**src/rtl/jtpopeye_dma_ctrl.sv**
```systemverilog
// jtpopeye_dma_ctrl: object-RAM DMA sequencer for the main board.
//
// On each rising edge of start the block requests the Z80 bus and waits
// for the grant. It then sweeps the upper 1 kB of main RAM through the DMA
// read port, writes every byte into the object buffer, and releases the bus.
//
// Ports
//   clk, rst_n     system clock, asynchronous active-low reset
//   cpu_cen        CPU clock enable; busrq_n only changes on these cycles
//   start          transfer trigger (level, rising edge detected on clk)
//   busak_n        Z80 bus acknowledge (active low)
//   busrq_n        Z80 bus request (active low)
//   dma_cs         routes AD_DMA to main RAM
//   AD_DMA         DMA read address
//   DD_DMA         DMA read data, valid RD_LAT clk after AD_DMA/dma_cs
//   obj_we/obj_addr/obj_data  object buffer write port, one byte per clk
//   busy           high from accepted trigger until the bus is released
//   done           one-clk pulse at the end of a normal transfer
//   err            sticky abort flag, cleared by the next accepted trigger
//
// Optional build macro
//   JTPOPEYE_DMA_TIMEOUT_EN  give up the bus request after TO_MAX clk
//                            without a grant (sets err, no done pulse)

module jtpopeye_dma_ctrl #(
    parameter int unsigned LEN    = 1024,
    parameter int unsigned RD_LAT = 2
`ifdef JTPOPEYE_DMA_TIMEOUT_EN
    ,
    parameter int unsigned TO_MAX = 255
`endif
) (
    input  logic       clk,
    input  logic       rst_n,
    input  logic       cpu_cen,
    input  logic       start,
    input  logic       busak_n,
    output logic       busrq_n,
    output logic       dma_cs,
    output logic [9:0] AD_DMA,
    input  logic [7:0] DD_DMA,
    output logic       obj_we,
    output logic [9:0] obj_addr,
    output logic [7:0] obj_data,
    output logic       busy,
    output logic       done,
    output logic       err
);

    localparam int unsigned AW = 10;
    localparam int unsigned DW = 8;
    localparam int unsigned CW = (RD_LAT > 1) ? $clog2(RD_LAT) : 1;
`ifdef JTPOPEYE_DMA_TIMEOUT_EN
    localparam int unsigned TW = (TO_MAX > 1) ? $clog2(TO_MAX + 1) : 1;
`endif

    typedef enum logic [2:0] {
        ST_IDLE,
        ST_REQ,
        ST_XFER,
        ST_DRAIN,
        ST_REL
    } state_t;

    state_t                      state_q, state_d;
    logic                        start_l_q, start_l_d;
    logic                        pending_q, pending_d;
    logic                        busrq_n_q, busrq_n_d;
    logic                        dma_cs_q, dma_cs_d;
    logic [AW-1:0]               ad_q, ad_d;
    logic [CW-1:0]               drain_q, drain_d;
    logic                        busy_q, busy_d;
    logic                        done_q, done_d;
    logic                        err_q, err_d;
    logic                        obj_we_q, obj_we_d;
    logic [AW-1:0]               obj_addr_q, obj_addr_d;
    logic [DW-1:0]               obj_data_q, obj_data_d;
    logic [RD_LAT-1:0]           pipe_v_q, pipe_v_d;
    logic [RD_LAT-1:0][AW-1:0]   pipe_a_q, pipe_a_d;
`ifdef JTPOPEYE_DMA_TIMEOUT_EN
    logic [TW-1:0]               to_cnt_q, to_cnt_d;
`endif

    logic trig;
    logic issue;
    logic abort;

    assign trig = start & ~start_l_q;

    // State and datapath registers
    always_ff @(posedge clk or negedge rst_n) begin
        if (!rst_n) begin
            state_q    <= ST_IDLE;
            start_l_q  <= 1'b0;
            pending_q  <= 1'b0;
            busrq_n_q  <= 1'b1;
            dma_cs_q   <= 1'b0;
            ad_q       <= '0;
            drain_q    <= '0;
            busy_q     <= 1'b0;
            done_q     <= 1'b0;
            err_q      <= 1'b0;
            obj_we_q   <= 1'b0;
            obj_addr_q <= '0;
            obj_data_q <= '0;
            pipe_v_q   <= '0;
            pipe_a_q   <= '0;
`ifdef JTPOPEYE_DMA_TIMEOUT_EN
            to_cnt_q   <= '0;
`endif
        end else begin
            state_q    <= state_d;
            start_l_q  <= start_l_d;
            pending_q  <= pending_d;
            busrq_n_q  <= busrq_n_d;
            dma_cs_q   <= dma_cs_d;
            ad_q       <= ad_d;
            drain_q    <= drain_d;
            busy_q     <= busy_d;
            done_q     <= done_d;
            err_q      <= err_d;
            obj_we_q   <= obj_we_d;
            obj_addr_q <= obj_addr_d;
            obj_data_q <= obj_data_d;
            pipe_v_q   <= pipe_v_d;
            pipe_a_q   <= pipe_a_d;
`ifdef JTPOPEYE_DMA_TIMEOUT_EN
            to_cnt_q   <= to_cnt_d;
`endif
        end
    end

    // Next-state, bus handshake and write pipeline
    always_comb begin
        state_d    = state_q;
        start_l_d  = start;
        pending_d  = pending_q;
        busrq_n_d  = busrq_n_q;
        dma_cs_d   = dma_cs_q;
        ad_d       = ad_q;
        drain_d    = drain_q;
        busy_d     = busy_q;
        done_d     = 1'b0;
        err_d      = err_q;
        obj_we_d   = 1'b0;
        obj_addr_d = obj_addr_q;
        obj_data_d = obj_data_q;
        pipe_v_d   = '0;
        pipe_a_d   = pipe_a_q;
        issue      = 1'b0;
        abort      = 1'b0;
`ifdef JTPOPEYE_DMA_TIMEOUT_EN
        to_cnt_d   = to_cnt_q;
`endif

        // A trigger arriving while a transfer is in progress is held (depth 1)
        if (trig && (state_q != ST_IDLE)) begin
            pending_d = 1'b1;
        end

        case (state_q)
            ST_IDLE: begin
                if (trig) begin
                    busy_d  = 1'b1;
                    err_d   = 1'b0;
                    state_d = ST_REQ;
`ifdef JTPOPEYE_DMA_TIMEOUT_EN
                    to_cnt_d = '0;
`endif
                end
            end

            ST_REQ: begin
                if (cpu_cen) begin
                    busrq_n_d = 1'b0;
                end
                if (!busrq_n_q && !busak_n) begin
                    state_d  = ST_XFER;
                    dma_cs_d = 1'b1;
                    ad_d     = '0;
                end
`ifdef JTPOPEYE_DMA_TIMEOUT_EN
                else if (to_cnt_q == TW'(TO_MAX)) begin
                    // No grant in time: abort and let REL drop the request
                    err_d   = 1'b1;
                    state_d = ST_REL;
                end else begin
                    to_cnt_d = to_cnt_q + TW'(1);
                end
`endif
            end

            ST_XFER: begin
                if (busak_n) begin
                    abort = 1'b1;
                end else begin
                    issue = 1'b1;
                    if (ad_q == AW'(LEN - 1)) begin
                        state_d = ST_DRAIN;
                        drain_d = '0;
                    end else begin
                        ad_d = ad_q + AW'(1);
                    end
                end
            end

            ST_DRAIN: begin
                // Keep the RAM routed until the last RD_LAT reads return
                if (busak_n) begin
                    abort = 1'b1;
                end else if (drain_q == CW'(RD_LAT - 1)) begin
                    state_d  = ST_REL;
                    dma_cs_d = 1'b0;
                end else begin
                    drain_d = drain_q + CW'(1);
                end
            end

            ST_REL: begin
                dma_cs_d = 1'b0;
                if (cpu_cen) begin
                    busrq_n_d = 1'b1;
                end
                if (busrq_n_q && busak_n) begin
                    done_d = ~err_q;
                    if (pending_q || trig) begin
                        // Back-to-back transfer: busy stays high
                        pending_d = 1'b0;
                        err_d     = 1'b0;
                        state_d   = ST_REQ;
`ifdef JTPOPEYE_DMA_TIMEOUT_EN
                        to_cnt_d  = '0;
`endif
                    end else begin
                        busy_d  = 1'b0;
                        state_d = ST_IDLE;
                    end
                end
            end

            default: begin
                state_d = ST_IDLE;
            end
        endcase

        // Grant lost: drop the bus side and discard everything in flight
        if (abort) begin
            err_d    = 1'b1;
            dma_cs_d = 1'b0;
            state_d  = ST_REL;
        end

        // Read-latency delay line carrying {valid, addr}
        pipe_v_d[0] = issue;
        pipe_a_d[0] = ad_q;
        for (int i = 1; i < int'(RD_LAT); i++) begin
            pipe_v_d[i] = pipe_v_q[i-1];
            pipe_a_d[i] = pipe_a_q[i-1];
        end
        if (abort) begin
            pipe_v_d = '0;
        end

        if (pipe_v_q[RD_LAT-1] && !abort) begin
            obj_we_d   = 1'b1;
            obj_addr_d = pipe_a_q[RD_LAT-1];
            obj_data_d = DD_DMA;
        end
    end

    assign busrq_n  = busrq_n_q;
    assign dma_cs   = dma_cs_q;
    assign AD_DMA   = ad_q;
    assign obj_we   = obj_we_q;
    assign obj_addr = obj_addr_q;
    assign obj_data = obj_data_q;
    assign busy     = busy_q;
    assign done     = done_q;
    assign err      = err_q;

endmodule

```
**config.mk**
```make
export PLATFORM = sky130hd
export DESIGN_NAME = jtpopeye_dma_ctrl
export DESIGN_NICKNAME = d
export VERILOG_FILES = /design/src/rtl/jtpopeye_dma_ctrl.sv
export SDC_FILE = /design/constraint.sdc
export NUM_CORES = 1
export LEC_CHECK = 0
export CAP_MARGIN = 20
export CORE_MARGIN = 1
export CORE_UTILIZATION = 29
export CTS_CLUSTER_SIZE = 16
export DETAILED_ROUTE_END_ITERATION = 6
export PLACE_DENSITY = 0.56
export SETUP_SLACK_MARGIN = 0.3
export SLEW_MARGIN = 20
export SYNTH_ARGS = -nofsm -noshare
export SYNTH_HDL_FRONTEND = slang
export SYNTH_SLANG_ARGS = --single-unit
```
**constraint.sdc**
```tcl
create_clock -name clk -period 2.2 [get_ports clk]
set_clock_uncertainty 0.1 [all_clocks]
set_input_delay 0.22 -clock clk [delete_from_list [all_inputs] [get_ports clk]]
set_output_delay 0.22 -clock clk [all_outputs]
set_load 0.05 [all_outputs]
```
==> results of run 1 <==
-- sequential cells by signal, indices dropped and copies added, names as in the netlist, 2 cells and up --
signal    count
pipe_a_d     10
obj_addr     10
AD_DMA       10
state_q       3
pipe_v_q      2
obj_data      8
pipe_a_q     10
-- report_power, final --
| part | switching, µW | total (µW) | leakage [µW] | internal (µW) |
|---|---|---|---|---|
| logic | 1210 | 1940 | 0.000620 | 734 |
| registers | 162 | 1600 | 0.000817 | 1440 |
| clock network | 420 | 1110 | 0.000115 | 689 |
-- placed cells by master, fill, tap and decap left out, types with 2 or more instances in the layout --
cell | synthesis | routed
buf_4 | 10 | 13
or4_1 | 3 | 2
bufinv_16 | 0 | 2
nor3_1 | 3 | 2
nor4_4 | 0 | 4
inv_1 | 8 | 8
dlygate4sd2_1 | 0 | 11
dfrtp_1 | 61 | 61
clkinv_2 | 0 | 2
a21oi_1 | 9 | 8
buf_12 | 0 | 3
nand2b_1 | 5 | 5
nor2_1 | 4 | 4
mux2_2 | 18 | 18
nor2b_1 | 2 | 2
nand3_1 | 5 | 5
clkdlybuf4s50_1 | 0 | 34
nand2_1 | 14 | 14
o31ai_2 | 0 | 2
or3_1 | 5 | 4
clkbuf_8 | 0 | 11
a211oi_1 | 2 | 2
o21ai_0 | 6 | 6
mux2i_1 | 4 | 4
nand4_1 | 3 | 3
-- area by class of cell --
cell class / instances / area, µm²
multi-input cells: 110 / 886
fillers: 812 / 4810
clock inverters: 4 / 70.1
well taps: 105 / 131
inverters: 8 / 30.0
flip-flops and latches: 62 / 1550
clock buffers: 11 / 151
repair buffers: 64 / 624
-- logic make-up (layout without fill, tap and decap cells) --
group | Yosys count | count (layout) | synth area share [%]
multiplexers | 22 | 22 | 9.73
adder cells (fa/ha/maj) | 1 | 1 | 0.502
buffers and inverters | 26 | 87 | 5.57
AO/OA/AOI/OAI | 33 | 34 | 9.33
flip-flops | 62 | 62 | 62.3
AND/OR/NAND/NOR | 53 | 53 | 12.6
-- what timing repair did --
action,in CTS,in global routing
hold buffers,1,0
cloned,1,0
setup endpoints to repair,19,10
buffers inserted,5,0
pin swaps,13,1
endpoints found under the hold margin,61,0
gates resized for setup,20,5
-- worst min-delay path by stage --
| stage | endpoint | slack [ns] | cells after the start |
|---|---|---|---|
| after detailed placement | busy$_DFFE_PN0P_ | 0.16 | 2 |
| after CTS | pipe_a_q[15]$_DFF_PN0_ | 0.24 | 0 |
| after global routing | start_l_q$_DFF_PN0_ | 0.25 | 1 |
| final | pipe_a_q[13]$_DFF_PN0_ | 0.24 | 0 |
| after floorplan | AD_DMA[0]$_DFFE_PN0P_ | -0.18 | 0 |
| after global placement | busy$_DFFE_PN0P_ | 0.16 | 2 |
-- through the flow --
stage,cells,area [µm²]
2_1_floorplan,197,2490
3_3_place_gp,342,3100
3_5_place_dp,342,3100
4_1_cts,364,3420
5_1_grt,364,3450
6_report,364,3450
-- critical path, stage by stage, from the launching register on --
cell	delay, ns
dfstp_2	0.37
or3b_4	0.40
a211o_4	0.36
or4_4	0.49
a21oi_2	0.12
-- layer usage --
metal	up-vias	track usage (%)
met5	-	0
met4	0	5.30
met3	10	4.19
met2	41	18.3
met1	824	15.3
li1	809	-
==> impl_metrics.yaml, run 1 <==
run_status:
  status: "complete, no violations"
routing:
  ant_nets: 0
  vias: 1684
  wl_met3_um: 259
  routed_wl_mm: 4.94
  routed.top_layer: "met4"
  met1Wirelength_mm: 2.32
  firstDrtPassIters: 4
  drc: 0
  wl_met2_mm: 2.27
  via_per_inst: 4.63
  wl_per_cell_um: 13.6
  drt_iter0_drc: 91
synthesis:
  synth-warning-count: 0
  yosysUniqueCellTypes: 42
  synthTopCellsByCount: "dfrtp_1 (61), mux2_2 (18), nand2_1 (14), buf_4 (10), a21oi_1 (9)"
  yosysMostFrequentCell: "dfrtp_1"
  ys_seq_area_share_pct: 62.3
  synth_top_cell_by_area: "dfrtp_1"
  ys_seq_elements: 62
  synth.top_cell.area_share_pct: 61.2
  synth_flop_cell: "dfrtp_1"
  syn_nets: 211
  synth-edff-count: 0
  synth.area.top_cells: "dfrtp_1 (61%), mux2_2 (8.1%), buf_4 (3.0%)"
  synth_cells: 197
  avgSynthCellArea_um2: 12.7
  synthArstFlopShare_pct: 100
  netlist_area_mm2: 0.00249
place:
  dp_hpwl_mm: 3.14
  dp_slack_ns: 0.172
  place.gp.congestion: 0.740
  io_buffers: 46
power:
  power.total_uw: 4650
  peakVddDrop_mv: 0.467
  p_per_area_mw_per_mm2: 1350
  leakage_uw: 0.00155
global_route:
  grt_max_degree: 63
  grt_pass1_vias: 1670
  antenna_found_initial: 0
  grt_pass1_wl_mm: 8.06
  overflow: 0
  grt_util_all_layers_pct: 12.0
timing:
  hold_viol: 0
  setup_viol: 0
  timing.final.ws_setup_ns: 0.282
  whs_ns: 0.244
  finalCritPeriodShare_pct: 87.2
  clock.fmax_mhz: 521
  rsz0062_at_grt: "yes"
  fin_setup_tns_ns: 0
  tightest_slew_ns: 0.507
  max_slew_margin_pct: 65.9
  finalCriticalPeriod_ns: 1.92
  slew_viol_final: 0
clocking:
  cts-root-buf: "clkbuf_8"
  cts_tree: "built"
  cts_buffers: 9
  cts.path.max_buffers: 2
  clock_latency_ns: 0.33
  cts.sinks: 62
  path_clk_slew_ns: 0.07
  htree_levels: 3
worst_setup_path:
  end_kind: "register"
  startpoint: "busrq_n$_DFFE_PN1P_"
  r2r_start: "busrq_n$_DFFE_PN1P_"
  rr_worst_depth: 4
  crit_arrival_ns: 2.08
  start_kind: "register"
  critPathKind: "register to register"
  rr_endpoint: "AD_DMA[2]$_DFFE_PN0P_"
  ff2ff_setup_slack_ns: 0.28
  cp-endpoint: "AD_DMA[2]$_DFFE_PN0P_"
  critPathMaxFanout: 5
  cp.required_ns: 2.36
cells_and_area:
  final_core_util_pct: 41.7
  insertedDiodeCount: 0
  nNetsFinal: 269
  drive_gt1_share_pct: 26.6
  area_growth_pct: 38.2
floorplanning:
  die-area_mm2: 0.00897
  die-width_um: 94.7
  coreArea_mm2: 0.00826
  initial_core_util_pct: 30.2
  fp-row-count: 33
  num_io_pins: 47
  die_y_um: 94.7
min_path:
  hp-start: "pipe_a_d[13]$_DFF_PN0_"
  hp-class: "register to register"
flow_run:
  drv_cap: 0
No activity file was read; power rests on OpenSTA's default activity.
==> run 2, diff against run 1 <==
- PLACE_DENSITY: 0.56 -> 0.57
- clock period: 2.2 -> 1.7 ns (I/O delays scaled with it)
==> run 2 against run 1 <==
The run now ends with negative setup slack left. Non-clock buffer count up 39. Critical path depth unchanged. Clock power up 19%. Setup slack worse by 0.57 ns. Final cell count up 11%. Combinational power up 76%. Hold slack worse by 0.051 ns. Flip-flop and latch count unchanged. Power up 47%. Fmax down 3.4%.
==> impl_metrics.yaml, run 2 (synthesis gave the netlist of run 1 again) <==
run_status:
  status: "finished, violations left"
  violations: "negative setup slack"
worst_setup_path:
  ff2ff_setup_slack_ns: -0.28
  r2r_start: "state_q[1]$_DFFE_PN0P_"
  cp.required_ns: 1.86
  startpoint: "state_q[1]$_DFFE_PN0P_"
  critPathMaxFanout: 7
  crit_arrival_ns: 2.15
  start_kind: "register"
  rr_endpoint: "AD_DMA[3]$_DFFE_PN0P_"
  rr_worst_depth: 4
  critPathKind: "register to register"
  cp-endpoint: "AD_DMA[3]$_DFFE_PN0P_"
  end_kind: "register"
clocking:
  cts_buffers: 9
  clock_latency_ns: 0.34
  htree_levels: 3
  cts.sinks: 62
  cts-root-buf: "clkbuf_8"
  cts_tree: "built"
  path_clk_slew_ns: 0.07
  cts.path.max_buffers: 2
routing:
  firstDrtPassIters: 4
  wl_per_cell_um: 14.7
  routed_wl_mm: 5.93
  drt_iter0_drc: 37
  vias: 1896
  ant_nets: 0
  drc: 0
  via_per_inst: 4.70
cells_and_area:
  nNetsFinal: 307
  layout_common_cells: "buf_4 (71), dfrtp_1 (60), mux2_4 (18)"
  nFillCells: 748
  area_growth_pct: 58.9
  final_common_cell: "buf_4"
  drive_gt1_share_pct: 55.0
  final_cells: 403
  insertedDiodeCount: 0
  register_area_mm2: 0.00155
  multi_input_area_mm2: 0.00110
timing:
  max_slew_margin_pct: 66.8
  tightest_slew_ns: 0.498
  timing.final.ws_setup_ns: -0.285
  hold_viol: 0
  fin_setup_tns_ns: -1.77
  setup_viol: 11
  slew_viol_final: 0
  finalCritPeriodShare_pct: 117
  rsz0062_at_grt: "yes"
  finalCriticalPeriod_ns: 1.98
  whs_ns: 0.193
  clock.fmax_mhz: 504
floorplanning:
  fp-row-count: 33
  die-width_um: 94.7
  num_io_pins: 47
  die_y_um: 94.7
  die-area_mm2: 0.00897
  initial_core_util_pct: 30.2
  coreArea_mm2: 0.00826
global_route:
  grt_pass1_vias: 1939
  antenna_found_initial: 0
  overflow: 0
  grt_util_all_layers_pct: 14.3
  grt_max_degree: 34
  grt_pass1_wl_mm: 9.55
power:
  swShare_pct: 39.6
  internal-power_uw: 4130
  p_switching_uw: 2710
  pwr-share-seq_pct: 30.6
  p_comb_share_pct: 50.1
  leakage_uw: 0.00189
  clockPowerShare_pct: 19.3
  peakVddDrop_mv: 0.849
  p_per_area_mw_per_mm2: 1720
place:
  io_buffers: 46
  dp_slack_ns: -0.316
  dp_hpwl_mm: 3.69
  place.gp.congestion: 0.789
  post-place-cells: 368
flow_run:
  drv_cap: 0
min_path:
  whs_path_depth: 1
  hp-class: "primary input to register"
  hp-start: "start"
==> run 2: worst min-delay path by stage <==
stage / end / slack, ns
6_report: start_l_q$_DFF_PN0_ / 0.19
5_1_grt: start_l_q$_DFF_PN0_ / 0.18
4_1_cts: start_l_q$_DFF_PN0_ / 0.17
3_5_place_dp: pipe_a_q[11]$_DFF_PN0_ / 0.07
3_3_place_gp: pipe_a_q[11]$_DFF_PN0_ / 0.06
2_1_floorplan: AD_DMA[0]$_DFFE_PN0P_ / -0.23
==> run 2: stage by stage <==
| stage | utilization (%) | power, µW | cell area [µm²] |
|---|---|---|---|
| after floorplan | - | 3850 | 2550 |
| after global placement | 39.5 | 4720 | 3260 |
| after detailed placement | 39.5 | 4760 | 3260 |
| after CTS | 45.6 | 6550 | 3760 |
| after global routing | 48.0 | 7210 | 3960 |
| final | 48.0 | 6830 | 3960 |
==> run 2: power groups by stage <==
stage / Combinational (µW) / Clock, µW / Sequential [µW]
floorplan: 1070 / 0 / 2790
global placement: 2650 / 0 / 2070
detailed placement: 2680 / 0 / 2080
CTS: 3110 / 1370 / 2070
global route: 3640 / 1430 / 2140
finish: 3420 / 1320 / 2090
==> run 2: critical path, cell delays in order (launching register included) <==
cell	delay (ns)
dfrtp_1	0.39
or3b_4	0.39
a211o_4	0.37
or4_4	0.52
a21oi_2	0.14
==> run 2: layout make-up <==
type	count	area share (%)
sequential	62	39.2
tap	105	3.32
clock buffer	10	3.47
clock inverter	6	1.77
timing repair buffer	103	23.6
inverter	8	0.821
multi-input combinational	109	27.8
==> run 2: repair_timing <==
item	CTS	global route
gates resized for setup	44	32
endpoints found under the hold margin	17	0
buffers inserted	8	9
pin swaps	15	15
hold buffers	1	0
gates cloned	1	0
endpoints found under the setup margin	37	39
==> run 2: routing by layer <==
layer  share of wire, %  vias to the layer above  global-route usage [%]  wire (µm)
li1                   -                      896                       -          -
met1                 44                      951                    18.4       2630
met2                 51                       40                    22.4       3000
met3                3.6                        9                    3.22        216
met4                1.5                        0                    7.45         87
met5                  0                        -                       0          0
